[config.mk]
export PLATFORM = sky130hd
export DESIGN_NAME = fetch_unit
export DESIGN_NICKNAME = d
export VERILOG_FILES = /design/src/rtl/fetch_pkg.sv /design/src/rtl/fetch_unit_pc_counter.sv /design/src/rtl/fetch_unit.sv
export SDC_FILE = /design/constraint.sdc
export NUM_CORES = 1
export LEC_CHECK = 0
export CORE_MARGIN = 3
export CORE_UTILIZATION = 47
export CTS_BUF_LIST = sky130_fd_sc_hd__clkbuf_4 sky130_fd_sc_hd__clkbuf_8 sky130_fd_sc_hd__clkbuf_16
export DETAILED_ROUTE_END_ITERATION = 8
export HOLD_SLACK_MARGIN = 0.12
export PLACE_DENSITY = 0.9
export SLEW_MARGIN = 20
export SYNTH_ARGS = -nofsm -noshare
export SYNTH_HDL_FRONTEND = slang
export SYNTH_SLANG_ARGS = --single-unit
[constraint.sdc]
create_clock -name clock -period 6.3 [get_ports clock]
set_clock_uncertainty 0.1 [all_clocks]
set_input_delay 1.26 -clock clock [delete_from_list [all_inputs] [get_ports clock]]
set_output_delay 1.26 -clock clock [all_outputs]
set_load 0.005 [all_outputs]
[src/rtl/fetch_pkg.sv]
// Shared types and constants for the instruction fetch unit.
// Build option: FETCH_HALT_DETECT_EN turns the HALT word into an early stop.
package fetch_pkg;

  typedef enum logic [1:0] {
    IDLE,
    FETCH,
    DRAIN,
    DONE
  } state_t;

  localparam logic [14:0] NOP_WORD  = 15'h0000;
  localparam logic [14:0] HALT_WORD = 15'h7FFF;

  function automatic logic is_busy(state_t s);
    return (s == FETCH) || (s == DRAIN);
  endfunction

endpackage

[src/rtl/fetch_unit_pc_counter.sv]
// Program counter for the fetch unit: clear beats increment, else hold.
// Synchronous active-high reset.
module pc_counter #(
  parameter int ADDR_W = 8
) (
  input  logic              clock,
  input  logic              reset,
  input  logic              clr,
  input  logic              inc,
  output logic [ADDR_W-1:0] pc
);

  always_ff @(posedge clock) begin
    if (reset) begin
      pc <= '0;
    end else if (clr) begin
      pc <= '0;
    end else if (inc) begin
      pc <= pc + ADDR_W'(1);
    end
  end

endmodule

[src/rtl/fetch_unit.sv]
// Instruction fetch FSM: streams prog_len ROM words, then drains NOPs.
// Build option: FETCH_HALT_DETECT_EN stops fetch early on the HALT word.
module fetch_unit
  import fetch_pkg::*;
#(
  parameter int DRAIN_CYCLES = 3,
  parameter int ADDR_W       = 8
) (
  input  logic              clock,
  input  logic              reset,
  input  logic              start,
  input  logic [ADDR_W-1:0] prog_len,
  input  logic              stall,
  output logic [ADDR_W-1:0] address_imem,
  input  logic [14:0]       rom_data,
  output logic [14:0]       q_imem,
  output logic              busy,
  output logic              done
);

  localparam int CNT_W =
    (DRAIN_CYCLES < 1) ? 1 : $clog2(DRAIN_CYCLES + 1);

  state_t            state;
  state_t            state_nx;
  logic [ADDR_W-1:0] len_q;
  logic [ADDR_W-1:0] len_nx;
  logic [ADDR_W-1:0] pc;
  logic [CNT_W-1:0]  cnt_q;
  logic [CNT_W-1:0]  cnt_nx;
  logic [14:0]       q_q;
  logic [14:0]       q_nx;
  logic              pc_clr;
  logic              pc_inc;
  logic              is_halt;
  logic              last;
  logic              to_drain;

  pc_counter #(
    .ADDR_W(ADDR_W)
  ) u_pc (
    .clock(clock),
    .reset(reset),
    .clr  (pc_clr),
    .inc  (pc_inc),
    .pc   (pc)
  );

`ifdef FETCH_HALT_DETECT_EN
  assign is_halt = (rom_data == HALT_WORD);
`else
  assign is_halt = 1'b0;
`endif

  // len_q is never 0 while fetching, so len_q-1 cannot wrap.
  assign last = (pc == (len_q - ADDR_W'(1)));

  always_comb begin
    state_nx = state;
    len_nx   = len_q;
    cnt_nx   = cnt_q;
    q_nx     = q_q;
    pc_clr   = 1'b0;
    pc_inc   = 1'b0;
    to_drain = 1'b0;
    unique case (state)
      IDLE, DONE: begin
        q_nx = NOP_WORD;
        if (start && (prog_len != '0)) begin
          state_nx = FETCH;
          pc_clr   = 1'b1;
          len_nx   = prog_len;
        end
      end
      FETCH: begin
        if (!stall) begin
          if (is_halt) begin
            q_nx     = NOP_WORD;
            to_drain = 1'b1;
          end else begin
            q_nx = rom_data;
            if (last) begin
              to_drain = 1'b1;
            end else begin
              pc_inc = 1'b1;
            end
          end
        end
        if (to_drain) begin
          cnt_nx   = CNT_W'(DRAIN_CYCLES);
          state_nx = (DRAIN_CYCLES == 0) ? DONE : DRAIN;
        end
      end
      DRAIN: begin
        if (!stall) begin
          q_nx   = NOP_WORD;
          cnt_nx = cnt_q - CNT_W'(1);
          if (cnt_q <= CNT_W'(1)) begin
            cnt_nx   = '0;
            state_nx = DONE;
          end
        end
      end
      default: begin
        state_nx = IDLE;
      end
    endcase
  end

  always_ff @(posedge clock) begin
    if (reset) begin
      state <= IDLE;
      len_q <= '0;
      cnt_q <= '0;
      q_q   <= NOP_WORD;
    end else begin
      state <= state_nx;
      len_q <= len_nx;
      cnt_q <= cnt_nx;
      q_q   <= q_nx;
    end
  end

  assign address_imem = pc;
  assign q_imem       = q_q;
  assign busy         = is_busy(state);
  assign done         = (state == DONE);

endmodule

==> impl_metrics.env <==
export IMPL_cellLeakagePower_nw=0.827
export IMPL_finalHoldViolCount=0
export IMPL_grt_pass1_wl_um=6890
export IMPL_worstSetupStartpointType="flop"
export IMPL_min_period_ns=3.22
export IMPL_layout_common_cells="clkdlybuf4s50_1 (51), dfxtp_1 (35), nor2_1 (24)"
export IMPL_syn_num_nets=242
export IMPL_synth_distinct_cells=41
export IMPL_maxCapViolations=0
export IMPL_seqPwrFrac=0.394
export IMPL_ys_top_cells_by_area="dfxtp_1 (39%), a22oi_1 (6.8%), a21oi_1 (5.6%), nor2_1 (5.1%), xnor2_1 (3.9%)"
export IMPL_postCtsHoldBufs=0
export IMPL_die_y_um=67.4
export IMPL_io_pins=52
export IMPL_final_common_cell="clkdlybuf4s50_1"
export IMPL_grt_pass1_vias=1547
export IMPL_cts_buffers=5
export IMPL_setup_tns_ns=0
export IMPL_max_freq_ghz=0.311
export IMPL_rsz0062_at_grt="no"
export IMPL_p_int_uw=456
export IMPL_io_buffers=51
export IMPL_relSlewSlack=0.264
export IMPL_power_frac_clock=0.232
export IMPL_clk_pin_slew_ns=0.06
export IMPL_grt_remaining_overflow=0
export IMPL_cp_required_ns=4.94
export IMPL_path_cells="inv_1 > ha_1 > inv_1 > clkdlybuf4s50_1"
export IMPL_yosys_area_top_type="dfxtp_1"
export IMPL_dr_pass1_iters=4
export IMPL_p_sw_uw=248
export IMPL_tritoncts="built"
export IMPL_area_growth_pct=33.4
export IMPL_crit_path_end_kind="output port"
export IMPL_tightest_slew_ns=1.10
export IMPL_run_status="complete, no violations"
export IMPL_synth_seq_cells=35
export IMPL_rows=21
export IMPL_slew_violations=0
export IMPL_post_cts_setup_buffers=0
export IMPL_clock_sinks=35
export IMPL_ctsRootBufferMaster="clkbuf_8"
export IMPL_antenna_cells=0
export IMPL_antenna_found_initial=0
export IMPL_fp_coreArea_um2=3490
export IMPL_routabilityCongestion=0.828
export IMPL_synthCells=210
export IMPL_vias_per_cell=5.69
export IMPL_grt_use_total=0.200
export IMPL_cellPowerDensity_nw_per_um2=297
export IMPL_htreeDepth=2
export IMPL_arrival_ns=1.86
export IMPL_drive_gt1_frac=0.0784
export IMPL_sw_frac_of_total=0.352
export IMPL_synth_top_area_share=0.395
export IMPL_dpl_cell_count=293
export IMPL_initial_utilization=0.508
export IMPL_fin_cells=301
export IMPL_ant_nets=0
export IMPL_cts_resized=0
export IMPL_p_comb_frac=0.374
export IMPL_die_x_um=67.4
export IMPL_crit_top_cell="inv_1"
export IMPL_wl_per_cell_um=14.1
export IMPL_yosysSeqAreaShare=0.395
export IMPL_cp_slowest_cell="clkdlybuf4s50_1"
export IMPL_vias=1714
export IMPL_syn_area_um2=1770
export IMPL_peakVddDrop_mv=0.173
export IMPL_dp_hpwl_um=2980
export IMPL_synth_warnings=0
export IMPL_critPathMaxFanout=12
export IMPL_final_nets=286
export IMPL_postSynthAreaPerCell_um2=8.45
export IMPL_hold_path_class="reg2reg"
export IMPL_die_area_um2=4550
export IMPL_finalCritPeriodShare=0.510
export IMPL_max_stage_delay_ns=0.51
export IMPL_clk_latency_ns=0.28
export IMPL_critical_path_class="reg2out"
export IMPL_setup_viol=0
export IMPL_drc=0
export IMPL_drt_first_iter_violations=174
export IMPL_cts_buffer_depth=2
export IMPL_grt_max_degree=29
export IMPL_wirelength_um=4240
## flip-flops by register name, summed over array words and instances, names as in the netlist
name and flops:
q_imem 15, len_q 8, u_pc.pc 8, cnt_q 2, state 2
## through the flow
step / total power [mW] / area [µm²] / util / hold WS (ns) / setup WS (ns)
2_1_floorplan: 0.460 / 1770 / - / 0.348 / 3.42
6_report: 0.704 / 2370 / 0.677 / 0.378 / 3.08
5_1_grt: 0.748 / 2370 / 0.677 / 0.411 / 2.95
3_5_place_dp: 0.543 / 2280 / 0.652 / 0.373 / 2.89
3_3_place_gp: 0.536 / 2280 / 0.652 / 0.360 / 2.92
4_1_cts: 0.708 / 2370 / 0.677 / 0.382 / 3.07
## power by group through the flow
stage          clock network [mW]  registers (mW)  logic, mW
2_1_floorplan                   0           0.275      0.185
3_3_place_gp                    0           0.280      0.256
3_5_place_dp                    0           0.281      0.262
4_1_cts                     0.167           0.276      0.264
5_1_grt                     0.176           0.280      0.292
6_report                    0.163           0.277      0.263
## logic make-up after synthesis
family	share of synthesized area
xor gates and xnor gates	0.0543
AOI/OAI and AO/OA	0.219
and+or+nand+nor	0.238
adders and majority gates	0.0353
DFF	0.395
muxes	0.00564
buffers and inverters	0.0529
## routing by layer
layer | track usage | routed length [µm] | up-vias
met5 | 0 | 0 | -
met4 | 0.0684 | 63 | 0
met3 | 0.0765 | 339 | 9
met2 | 0.310 | 1970 | 71
met1 | 0.252 | 1870 | 791
li1 | - | - | 843
## Yosys cell counts
library cell  count
a311oi_1          1
nand3b_1          3
nand2_1          14
clkbuf_1         12
and4b_1           1
o21ai_1           8
a211oi_1          1
o311ai_0          1
nand4_1           2
mux2i_1           1
nor3_1            2
o31a_1            1
and3_1            2
nand3_1          10
a211o_1           1
nand2b_1          2
buf_6             2
nor3b_2           1
o31ai_2           1
a21oi_1          20
or4_4             1
xnor2_1           8
ha_1              5
o21ai_0           2
a2111oi_4         1
nor2_1           24
or4_1             5
a22oi_1          16
a31oi_1           2
buf_1             1
xor2_1            3
nor3b_1           1
a41oi_1           1
or2_1             1
o31ai_1           2
or3_2             6
nor2b_1           2
or3_1             1
inv_1             6
dfxtp_1          35
nor3_2            1
## worst paths after layout
| kind | start | end | slack [ns] | cells after the start |
|---|---|---|---|---|
| worst max-delay path | state[0] | busy | 3.08 | 4 |
| worst min-delay path | len_q[7] | len_q[7] | 0.38 | 2 |
| worst max register to register | len_q[0] | state[1] | 3.19 | 8 |
| worst min register to register | len_q[7] | len_q[7] | 0.38 | 2 |
## worst max-delay path, delay by kind of cell (launching register included)
family / cells / cell delay, ns
flip-flops: 1 / 0.39
buffers and inverters: 3 / 0.73
adder cells (fa/ha/maj): 1 / 0.45
## area by class of cell
cell class / instances / area (µm²)
Clock inverter: 1 / 5.00
Fill cell: 285 / 1130
Timing Repair Buffer: 52 / 518
Multi-Input combinational cell: 154 / 980
Inverter: 6 / 22.5
Tap cell: 46 / 57.6
Clock buffer: 7 / 83.8
Sequential cell: 35 / 701
Note: power is estimated with default switching activity, not from simulation.
